===== src/rtl/sigmoid_arbiter_pkg.sv =====
// Shared types and helpers for the sigmoid arbiter slice: FSM encoding, default widths and
// requester-ID width calculation.
package sigmoid_arb_pkg;

    localparam int unsigned DefDataWidth  = 32;
    localparam int unsigned DefSigLatency = 4;

    typedef enum logic [0:0] {
        StArb,
        StGap
    } arb_state_e;

    // Width of an index into n requesters; never narrower than one bit.
    function automatic int unsigned id_width(input int unsigned n);
        return (n > 1) ? $clog2(n) : 1;
    endfunction

endpackage


===== src/rtl/sigmoid_arbiter_if.sv =====
// Requester, sigmoid-datapath and response signals of the sigmoid arbiter, bundled with
// master (arbiter side) and slave (environment side) modports.
interface sigmoid_arbiter_if #(
    parameter int unsigned N_REQ      = 4,
    parameter int unsigned DATA_WIDTH = 32
);
    logic [N_REQ-1:0]            req_valid;
    logic [N_REQ*DATA_WIDTH-1:0] req_data;
    logic [N_REQ-1:0]            req_ready;
    logic [DATA_WIDTH-1:0]       sig_in;
    logic                        sig_in_valid;
    logic [DATA_WIDTH-1:0]       sig_out;
    logic [N_REQ-1:0]            rsp_valid;
    logic [DATA_WIDTH-1:0]       rsp_data;
    logic                        busy;

    modport master (
        input  req_valid, req_data, sig_out,
        output req_ready, sig_in, sig_in_valid, rsp_valid, rsp_data, busy
    );

    modport slave (
        output req_valid, req_data, sig_out,
        input  req_ready, sig_in, sig_in_valid, rsp_valid, rsp_data, busy
    );

endinterface


===== src/rtl/sigmoid_arbiter_rr_arbiter.sv =====
// Round-robin priority search over N_REQ requests: one-hot grant plus encoded index; the
// pointer moves to the granted index only when the grant is accepted.
module rr_arbiter
    import sigmoid_arb_pkg::*;
#(
    parameter  int unsigned N_REQ = 4,
    localparam int unsigned IdW   = id_width(N_REQ)
) (
    input  logic             clk,
    input  logic             rst,
    input  logic [N_REQ-1:0] req,
    input  logic             accept,
    output logic [N_REQ-1:0] grant,
    output logic [IdW-1:0]   grant_id,
    output logic             grant_valid
);

    logic [IdW-1:0] ptr_q;

    // Search starts just after the last granted requester and wraps.
    always_comb begin
        grant       = '0;
        grant_id    = '0;
        grant_valid = 1'b0;
        for (int unsigned k = 1; k <= N_REQ; k++) begin
            int unsigned idx;
            idx = int'(ptr_q) + k;
            if (idx >= N_REQ) begin
                idx = idx - N_REQ;
            end
            if (!grant_valid && req[idx]) begin
                grant_valid = 1'b1;
                grant_id    = IdW'(idx);
                grant[idx]  = 1'b1;
            end
        end
    end

    always_ff @(posedge clk) begin
        if (rst) begin
            ptr_q <= IdW'(N_REQ - 1);
        end else if (accept && grant_valid) begin
            ptr_q <= grant_id;
        end
    end

endmodule


===== src/rtl/sigmoid_arbiter.sv =====
// Shares one fixed-latency sigmoid unit between N_REQ requesters with round-robin arbitration,
// minimum issue spacing and ID-tagged result routing. SIGMOID_ARBITER_PERF_EN adds counters.
module sigmoid_arbiter
    import sigmoid_arb_pkg::*;
#(
    parameter int unsigned DATA_WIDTH  = DefDataWidth,
    parameter int unsigned N_REQ       = 4,
    parameter int unsigned SIG_LATENCY = DefSigLatency,
    parameter int unsigned ISSUE_GAP   = 1
) (
    input  logic               clk,
    input  logic               rst,
    sigmoid_arbiter_if.master  bus
`ifdef SIGMOID_ARBITER_PERF_EN
    ,
    output logic [31:0]        perf_issue_cnt,
    output logic [31:0]        perf_stall_cnt
`endif
);

    localparam int unsigned IdW  = id_width(N_REQ);
    localparam int unsigned GapW = $clog2(ISSUE_GAP + 1);

    arb_state_e state_q, state_d;
    logic [GapW-1:0] gap_q, gap_d;

    logic [N_REQ-1:0] grant;
    logic [IdW-1:0]   grant_id;
    logic             grant_valid;
    logic             arb_en;
    logic             accept;
    logic [DATA_WIDTH-1:0] operand;

    logic                  sig_in_valid_q;
    logic [DATA_WIDTH-1:0] sig_in_q;
    logic [IdW-1:0]        issue_id_q;

    logic [SIG_LATENCY-1:0] tag_vld_q;
    logic [IdW-1:0]         tag_id_q [SIG_LATENCY];

    logic [N_REQ-1:0]      rsp_onehot;
    logic [N_REQ-1:0]      rsp_valid_q;
    logic [DATA_WIDTH-1:0] rsp_data_q;

    rr_arbiter #(
        .N_REQ (N_REQ)
    ) u_rr_arbiter (
        .clk         (clk),
        .rst         (rst),
        .req         (bus.req_valid),
        .accept      (accept),
        .grant       (grant),
        .grant_id    (grant_id),
        .grant_valid (grant_valid)
    );

    assign arb_en        = (state_q == StArb);
    assign accept        = arb_en && grant_valid;
    assign bus.req_ready = arb_en ? grant : '0;

    always_comb begin
        state_d = state_q;
        gap_d   = gap_q;
        unique case (state_q)
            StArb: begin
                if (accept && (ISSUE_GAP > 1)) begin
                    state_d = StGap;
                    gap_d   = GapW'(ISSUE_GAP - 1);
                end
            end
            StGap: begin
                if (gap_q <= GapW'(1)) begin
                    state_d = StArb;
                    gap_d   = '0;
                end else begin
                    gap_d = gap_q - GapW'(1);
                end
            end
            default: begin
                state_d = StArb;
                gap_d   = '0;
            end
        endcase
    end

    always_ff @(posedge clk) begin
        if (rst) begin
            state_q <= StArb;
            gap_q   <= '0;
        end else begin
            state_q <= state_d;
            gap_q   <= gap_d;
        end
    end

    // Grant is one-hot, so an OR-reduction selects the winning operand.
    always_comb begin
        operand = '0;
        for (int i = 0; i < N_REQ; i++) begin
            if (grant[i]) begin
                operand = operand | bus.req_data[i*DATA_WIDTH +: DATA_WIDTH];
            end
        end
    end

    always_ff @(posedge clk) begin
        if (rst) begin
            sig_in_valid_q <= 1'b0;
            sig_in_q       <= '0;
            issue_id_q     <= '0;
        end else begin
            sig_in_valid_q <= accept;
            if (accept) begin
                sig_in_q   <= operand;
                issue_id_q <= grant_id;
            end
        end
    end

    // Tags travel alongside the datapath so the last stage lines up with sig_out.
    always_ff @(posedge clk) begin
        if (rst) begin
            tag_vld_q <= '0;
            for (int i = 0; i < SIG_LATENCY; i++) begin
                tag_id_q[i] <= '0;
            end
        end else begin
            tag_vld_q[0] <= sig_in_valid_q;
            tag_id_q[0]  <= issue_id_q;
            for (int i = 1; i < SIG_LATENCY; i++) begin
                tag_vld_q[i] <= tag_vld_q[i-1];
                tag_id_q[i]  <= tag_id_q[i-1];
            end
        end
    end

    always_comb begin
        rsp_onehot = '0;
        rsp_onehot[tag_id_q[SIG_LATENCY-1]] = tag_vld_q[SIG_LATENCY-1];
    end

    always_ff @(posedge clk) begin
        if (rst) begin
            rsp_valid_q <= '0;
            rsp_data_q  <= '0;
        end else begin
            rsp_valid_q <= rsp_onehot;
            if (tag_vld_q[SIG_LATENCY-1]) begin
                rsp_data_q <= bus.sig_out;
            end
        end
    end

    assign bus.sig_in       = sig_in_q;
    assign bus.sig_in_valid = sig_in_valid_q;
    assign bus.rsp_valid    = rsp_valid_q;
    assign bus.rsp_data     = rsp_data_q;
    assign bus.busy         = (state_q == StGap) || sig_in_valid_q || (|tag_vld_q)
                              || (|rsp_valid_q);

`ifdef SIGMOID_ARBITER_PERF_EN
    logic [31:0] perf_issue_q;
    logic [31:0] perf_stall_q;

    // Both counters stick at all-ones rather than wrapping.
    always_ff @(posedge clk) begin
        if (rst) begin
            perf_issue_q <= '0;
            perf_stall_q <= '0;
        end else begin
            if (accept && (perf_issue_q != '1)) begin
                perf_issue_q <= perf_issue_q + 32'd1;
            end
            if ((|bus.req_valid) && !accept && (perf_stall_q != '1)) begin
                perf_stall_q <= perf_stall_q + 32'd1;
            end
        end
    end

    assign perf_issue_cnt = perf_issue_q;
    assign perf_stall_cnt = perf_stall_q;
`endif

endmodule


===== src/flat_wrapper.sv =====
// flat-port wrapper written by rule: the top's interface ports become plain ports
module sigmoid_arbiter_flat import sigmoid_arb_pkg::*;
#(
    parameter int unsigned DATA_WIDTH  = DefDataWidth,
    parameter int unsigned N_REQ       = 4,
    parameter int unsigned SIG_LATENCY = DefSigLatency,
    parameter int unsigned ISSUE_GAP   = 1
)
  (clk, rst, bus_req_valid, bus_req_data, bus_sig_out, bus_req_ready, bus_sig_in, bus_sig_in_valid, bus_rsp_valid, bus_rsp_data, bus_busy);
  sigmoid_arbiter_if #(.N_REQ(N_REQ), .DATA_WIDTH(DATA_WIDTH)) bus_i ();
  input  logic clk;
  input  logic rst;
  input wire logic [$bits(bus_i.req_valid)-1:0] bus_req_valid;
  input wire logic [$bits(bus_i.req_data)-1:0] bus_req_data;
  input wire logic [$bits(bus_i.sig_out)-1:0] bus_sig_out;
  output wire logic [$bits(bus_i.req_ready)-1:0] bus_req_ready;
  output wire logic [$bits(bus_i.sig_in)-1:0] bus_sig_in;
  output wire logic [$bits(bus_i.sig_in_valid)-1:0] bus_sig_in_valid;
  output wire logic [$bits(bus_i.rsp_valid)-1:0] bus_rsp_valid;
  output wire logic [$bits(bus_i.rsp_data)-1:0] bus_rsp_data;
  output wire logic [$bits(bus_i.busy)-1:0] bus_busy;
  assign bus_i.req_valid = bus_req_valid;
  assign bus_i.req_data = bus_req_data;
  assign bus_i.sig_out = bus_sig_out;
  assign bus_req_ready = bus_i.req_ready;
  assign bus_sig_in = bus_i.sig_in;
  assign bus_sig_in_valid = bus_i.sig_in_valid;
  assign bus_rsp_valid = bus_i.rsp_valid;
  assign bus_rsp_data = bus_i.rsp_data;
  assign bus_busy = bus_i.busy;
  sigmoid_arbiter #(.DATA_WIDTH(DATA_WIDTH), .N_REQ(N_REQ), .SIG_LATENCY(SIG_LATENCY), .ISSUE_GAP(ISSUE_GAP)) u_core (.clk(clk), .rst(rst), .bus(bus_i));
endmodule

===== config.mk =====
export PLATFORM = sky130hd
export DESIGN_NAME = sigmoid_arbiter_flat
export DESIGN_NICKNAME = d
export VERILOG_FILES = /design/src/rtl/sigmoid_arbiter_pkg.sv /design/src/rtl/sigmoid_arbiter_if.sv /design/src/rtl/sigmoid_arbiter_rr_arbiter.sv /design/src/rtl/sigmoid_arbiter.sv /design/src/flat_wrapper.sv
export SDC_FILE = /design/constraint.sdc
export NUM_CORES = 1
export LEC_CHECK = 0
export CORE_UTILIZATION = 45
export CTS_CLUSTER_DIAMETER = 30
export DETAILED_ROUTE_END_ITERATION = 8
export GPL_TIMING_DRIVEN = 0
export PLACE_DENSITY_LB_ADDON = 0.25
export SYNTH_ARGS = -nofsm -noshare
export SYNTH_HDL_FRONTEND = slang
export SYNTH_SLANG_ARGS = --single-unit

===== constraint.sdc =====
create_clock -name clk -period 5 [get_ports clk]
set_clock_uncertainty 0.05 [all_clocks]
set_input_delay 1 -clock clk [delete_from_list [all_inputs] [get_ports clk]]
set_output_delay 1 -clock clk [all_outputs]
set_load 0.05 [all_outputs]

== Yosys cells after proc, flatten, opt, wreduce, memory -nomap -nowiden ==
Memories as Yosys holds them, arrays and structs flattened.
Index checks and enable logic that the tools add are counted.
Storage, ports and cells
  register bits after elaboration: 79
  bits in writable memories: 8
  bits of input ports: 166
  output and inout bits: 74
  word-level logic and storage cells: 113
  memories: 1
Memory list
  u_core.tag_id_q: words 4, bits a word 2, rd ports 4, clocked after Yosys merged registers in 0, wr ports 4, RTL line sigmoid_arbiter.sv:39  | logic [IdW-1:0] tag_id_q [SIG_LATENCY];
Cells by class
  add/sub/neg operators: 9
  $lt $le $gt $ge: 15
  multiplexer cells: 48
  bitwise gates (word level): 12
  reduce and logical (&&, ||, !) cells: 19
Operators with widths (number)
  2-to-1 mux 32 bit: 8
  greater-or-equal comparator 32 x 1 -> 1 bit, second input constant: 4
  less-than comparator 32 x 3 -> 1 bit, second input constant: 4
  OR 32 bit: 3
  greater-or-equal comparator 32 x 3 -> 1 bit, second input constant: 1
  subtractor 32 x 3 -> 32 bit, second input constant: 1
  2-to-1 mux 4 bit: 5
  2-to-1 mux 1 bit: 18
  2-to-1 mux 2 bit: 8
  OR 4 bit: 3
  demux 1 bit (select 2 bit): 5
  logical AND 1 bit: 10
  binary-select mux 1 bit (select 2 bit): 4
  OR reduction 4 bit: 2
  subtractor 3 x 3 -> 4 bit, second input constant: 2
  adder 2 x 2 -> 3 bit, second input constant: 2
  greater-or-equal comparator 3 bit, second input constant: 2
  subtractor 4 x 3 -> 5 bit, second input constant: 1
  adder 2 x 3 -> 4 bit, second input constant: 1
  AND 4 bit: 1
  greater-or-equal comparator 4 x 3 -> 1 bit, second input constant: 1
  OR 1 bit: 4
  adder 2 x 1 -> 3 bit, second input constant: 1
  zero test 1 bit: 3
  7 further kinds: 9

== Depth between registers and ports, before layout ==
  depth in word-level cells: 22
  gate-level depth with buffers: 13
  mapped depth without buffers: 8

== Modules after synthesis ==
Synthesis repeated with hierarchy kept, for this count alone.
Unflattened totals
  cell total of the unflattened synthesis: 402
  area, all modules: 3925.0 um^2
By module, submodules not included
  sigmoid_arbiter: times used 1, cells each 332, area each 3343.2 um^2, seq. area each 1661.6 um^2
  rr_arbiter: times used 1, cells each 70, area each 581.8 um^2, seq. area each 40.0 um^2

== Worst setup path after synthesis ==
Ideal clock, no wire load.
  path kind: register to output
  from: reg u_core.u_rr_arbiter.ptr_q[0]
  to: out bus_req_ready[1]
  arrival: 3.000 ns
  required time: 3.950 ns
  slack: 0.950 ns
  cell stages (with the launch flop): 9
  path buffers: 2
  path through: dfxtp_1 > buf_6 > clkinv_1 > ha_1 > buf_2 > mux2_2 > mux2i_1 > nor2_1 > o21ai_0
On the way
  word-level cells in the longest chain between the ends: 16
  elaborated cells on any way between the ends: 61
  those cells by class: add/sub: 8; order compare: 12; mux: 28; bitwise: 3; reduce/logical: 10
Ends and longest elaborated chain
  start: declaration: RTL line sigmoid_arbiter_rr_arbiter.sv:18  | logic [IdW-1:0] ptr_q;
  start signal: assignment: RTL line sigmoid_arbiter_rr_arbiter.sv:41  | ptr_q <= IdW'(N_REQ - 1);
  start signal: assignment: RTL line sigmoid_arbiter_rr_arbiter.sv:43  | ptr_q <= grant_id;
  parallel branches: the longest is 14 deep, another holds subtractor 32 x 3 -> 32 bit
  2-to-1 mux 4 bit (*): RTL line sigmoid_arbiter_rr_arbiter.sv:31  | if (!grant_valid && req[idx]) begin
  2-to-1 mux 4 bit (*): RTL line sigmoid_arbiter.sv:59  | assign bus.req_ready = arb_en ? grant : '0;
  end: declaration: RTL line flat_wrapper.sv:16  | output wire logic [$bits(bus_i.req_ready)-1:0] bus_req_ready;
Mark *: on every way between the ends. The select of a mux whose other input is x is not followed.

== Worst setup path in the final report ==
  from: in bus_req_valid[1]
  to: out bus_req_ready[3]
On the way
  word-level cells in the longest chain between the ends: 13
  elaborated cells on any way between the ends: 25
  those cells by class: mux: 16; bitwise: 3; reduce/logical: 6
Ends and longest elaborated chain
  start: declaration: RTL line flat_wrapper.sv:13  | input wire logic [$bits(bus_i.req_valid)-1:0] bus_req_valid;
  binary-select mux 1 bit (select 2 bit): RTL line sigmoid_arbiter_rr_arbiter.sv:31
  2-to-1 mux 1 bit (implied by the code): RTL line sigmoid_arbiter_rr_arbiter.sv:31
  2-to-1 mux 1 bit: RTL line sigmoid_arbiter_rr_arbiter.sv:31
  zero test 1 bit: RTL line sigmoid_arbiter_rr_arbiter.sv:31
  logical AND 1 bit: RTL line sigmoid_arbiter_rr_arbiter.sv:31
  2-to-1 mux 1 bit: RTL line sigmoid_arbiter_rr_arbiter.sv:31
  zero test 1 bit: RTL line sigmoid_arbiter_rr_arbiter.sv:31
  logical AND 1 bit: RTL line sigmoid_arbiter_rr_arbiter.sv:31
  2-to-1 mux 1 bit: RTL line sigmoid_arbiter_rr_arbiter.sv:31
  zero test 1 bit: RTL line sigmoid_arbiter_rr_arbiter.sv:31
  logical AND 1 bit: RTL line sigmoid_arbiter_rr_arbiter.sv:31
  2-to-1 mux 4 bit (*): RTL line sigmoid_arbiter_rr_arbiter.sv:31
  2-to-1 mux 4 bit (*): RTL line sigmoid_arbiter.sv:59
Every way passes the cells marked *; elsewhere a longest branch is shown, timed or not. The select of a mux whose other input is x is not followed.

==> summary.md <==
| Metric | Value |
|---|---|
| Synth unique cells | `42` |
| Routed length per placed instance | `19.04 um` |
| Width of the die | `108.3 um` |
| Start of the worst register-to-register path | `u_core.u_rr_arbiter.ptr_q[0]` |
| Drt first-iter violations | `just under 700` |
| Net count after synthesis | `777` |
| Starting utilization of the core area | `a little under half` |
| Warnings, synthesis | `0` |
| Number of clock buffers inserted by TritonCTS | `9` |
| Worst R2R Setup Slack | `~1.4 ns` |
| Sequential cell area fraction in the yosys report | `between 30% and 40%` |
| Number of filler instances in the final layout | `830` |
| H-tree lvl count | `3` |
| Final worst-path setup slack | `roughly 0.16 ns` |
| Fraction of met3 tracks used by global routing | `approximately 7.6%` |
| Cell count after synthesis | `~610` |
| Final weighted congestion in routability-driven placement | `0.9275` |
| Count of final setup violators | `0` |
| Initial antenna violation count | `0` |
| Post-detailed-placement half-perimeter wirelength | `13930 um` |
| Core Footprint | `around 11000 um^2` |
| Die Height | `approximately 110 um` |
| Number of antenna diodes | `0` |
| Hold Fails Final Rpt | `0` |
| CTS tree | `yes` |
| Buffer cell driving the clock tree root | `sky130_fd_sc_hd__clkbuf_16` |
| Worst setup EP type | `output pin` |
| Fmax | `~210 MHz` |
| P per Cell Area | `~610 nW/um^2` |
| Insertion delay to the later sink of the worst-skew pair | `roughly 0.34 ns` |
| Layer with the highest usage after global routing | `met2` |
| Number of antenna-violating nets in the routed design | `0` |
| Class of the tightest hold or removal check | `flip-flop to flip-flop` |
| Final core utilization | `roughly three quarters` |
| Category of the most critical setup path | `input pin to output pin` |
| Full die area | `about 12000 um^2` |
| Pin count of the biggest net entering global routing | `16` |
| Fraction of post-synthesis cell area in the top cell type by area | `approximately a third` |
| Area growth from synthesis to layout | `57.38%` |
| Longest Clk Path Bufs | `2` |
| Area contributors post-synth | `sky130_fd_sc_hd__dfxtp_1 33%, sky130_fd_sc_hd__mux2i_1 7.3%, sky130_fd_sc_hd__a222oi_1 6.3%` |
| Final Routed Wirelength | `19060 um` |
| Post-synth top cells | `85 x sky130_fd_sc_hd__dfxtp_1, 77 x sky130_fd_sc_hd__nor2_1, 42 x sky130_fd_sc_hd__clkbuf_1` |
| Total of flip-flops plus latches after synthesis | `85` |
| First-pass GRT wire length | `approximately 29000 um` |
| Final slew viol count | `0` |
| Transition time at the pin with the least slew margin | `a little over 0.7 ns` |
| Clock period minus worst slack | `between 4 and 5 ns` |
| Max_slew headroom | `a little over half` |
| Leakage power summed over all cells | `a little over 3 nW` |
| Clk sink count | `85` |
| Post-synthesis async set-or-reset flop share | `0%` |
| Number of nets in the layout | `between 1000 and 1500` |
| I/O Buffers | `238` |
| Syn_area_per_cell | `8.409 um^2` |
| Dominant synthesized flop cell | `sky130_fd_sc_hd__dfxtp_1` |
| Share of layout cells above drive strength 1 | `6.388%` |
| Final worst-path cycle share | `96.77%` |
| Outcome | `finished, final reports clean` |
| Via count of the first global-routing pass | `slightly below 6000` |
| Via Count | `~6200` |
| Clk slew on worst S/H paths | `~0.07 ns` |
| Top-Level Pins | `240` |
| Max-Cap Viols | `0` |
| Tot GR Track Use | `around 31%` |
| Dominant cell type by area after synthesis | `sky130_fd_sc_hd__dfxtp_1` |
| Source of the worst hold timing path | `u_core.tag_id_q[0][1]` |
| Total grt overflow | `0` |
| Data required time of the critical path | `approximately 4.0 ns` |
| Area of the mapped netlist | `between 5000 and 6000 um^2` |
| Most frequent cell after synthesis | `sky130_fd_sc_hd__dfxtp_1` |
| CP arrival | `approximately 3.8 ns` |
| Met2 Track Usage GR | `between 50% and 60%` |
| Row count | `38` |
| Via density | `slightly above 6` |
| Post-Place Setup Slack | `-0.2442 ns` |
| Number of DRC violations after detailed routing | `0` |
| Max FO, Critical Path | `10` |
| Crit path launch type | `input pin` |
| Critical path origin | `bus_req_valid[1]` |
| First drt pass iteration count | `9` |
| Peak VDD IR | `between 0.3 and 0.4 mV` |
| Fraction of met1 tracks used by global routing | `between 30 and 40%` |
| Number of enable-type register cells in the synthesized netlist | `0` |
## placed cells by master (no fill, tap or decap), types with 6 or more instances in the layout
cell type                         instances
sky130_fd_sc_hd__o221ai_1                29
sky130_fd_sc_hd__a22oi_1                  6
sky130_fd_sc_hd__clkdlybuf4s50_1        234
sky130_fd_sc_hd__nand3_1                 38
sky130_fd_sc_hd__dfxtp_1                 85
sky130_fd_sc_hd__a222oi_1                32
sky130_fd_sc_hd__clkbuf_1                41
sky130_fd_sc_hd__buf_6                   13
sky130_fd_sc_hd__buf_1                    6
sky130_fd_sc_hd__nor2_1                  77
sky130_fd_sc_hd__a211o_1                 32
sky130_fd_sc_hd__a31oi_1                 32
sky130_fd_sc_hd__ha_1                     6
sky130_fd_sc_hd__clkbuf_16                9
sky130_fd_sc_hd__mux2i_1                 36
sky130_fd_sc_hd__o21ai_1                 18
sky130_fd_sc_hd__mux2_2                   6
sky130_fd_sc_hd__nor2b_1                 19
sky130_fd_sc_hd__o21ai_0                 16
sky130_fd_sc_hd__inv_1                   35
sky130_fd_sc_hd__a21oi_1                 34
## final cells by class
type	instances	area (um^2)	share of cell area (%)
timing repair buffer	240	2400	29.97
clock buffer	10	239.0	2.985
multi-input combinational	419	2913	36.38
inverter	36	135.1	1.688
clock inverter	6	95.09	1.188
sequential	85	1702	21.25
buffer	65	347.8	4.344
tap	140	175.2	2.188
## per-stage QoR
stage | power, W | setup TNS [ns] | hold slack (ns) | cell area [um^2] | cells
final | 0.004886 | 0 | 0.3950 | 8006 | 1001
after floorplan | 0.003094 | 0 | 0.3638 | 5087 | 605
after CTS | 0.004805 | 0 | 0.3958 | 7983 | 999
after global routing | 0.005100 | -0.002115 | 0.4153 | 8006 | 1001
after detailed placement | 0.004061 | -0.4717 | 0.3755 | 7645 | 983
after global placement | 0.003971 | -0.4170 | 0.3764 | 7645 | 983
## flip-flops by register name, summed over array words and instances, names as in the netlist
| signal | flops |
|---|---|
| u_core.tag_id_q | 8 |
| u_core.bus.rsp_data | 32 |
| u_core.bus.rsp_valid | 4 |
| u_core.tag_vld_q | 4 |
| u_core.issue_id_q | 2 |
| u_core.bus.sig_in | 32 |
| u_core.u_rr_arbiter.ptr_q | 2 |
| u_core.bus.sig_in_valid | 1 |
## worst max-delay path: stages
cell                              delay (ns)
sky130_fd_sc_hd__clkdlybuf4s50_1        0.54
sky130_fd_sc_hd__mux4_2                 0.62
sky130_fd_sc_hd__o2111ai_2              0.42
sky130_fd_sc_hd__clkbuf_1               0.44
sky130_fd_sc_hd__a22o_1                 0.19
sky130_fd_sc_hd__dlygate4sd2_1          0.57
## metal layers
layer	share of wire [%]	vias up
met1	37	2896
met4	4.2	0
met3	11	79
met2	48	456
met5	0	-
li1	-	2793
## path summary, 6_finish.rpt
check / to / cells after the start
worst max-delay path: bus_req_ready[3] / 6
worst min-delay path: u_core.tag_id_q[0][3] / 1
worst min register to register: u_core.tag_id_q[0][3] / 1
worst max register to register: u_core.bus.sig_in[17] / 12
## timing repair
action                     CTS  global route
pin swaps                    0             1
buffers inserted             0             2
resized for setup            3             4
setup endpoints to repair    2             4
hold buffers                 0             0
## power by group
part | switching [W] | internal [W]
registers | 0.000124 | 0.000843
logic | 0.00199 | 0.00119
clock network | 0.000288 | 0.000456
total | 0.00240 | 0.00249
## kinds of logic after synthesis
logic type	synth area share [%]
flops	33.45
compound gates	30.52
mux	10.38
buf+inv	9.493
fa+ha+maj	1.476
xor+xnor	0.1722
simple gates	14.51
Note: power is estimated with default switching activity, not from simulation.
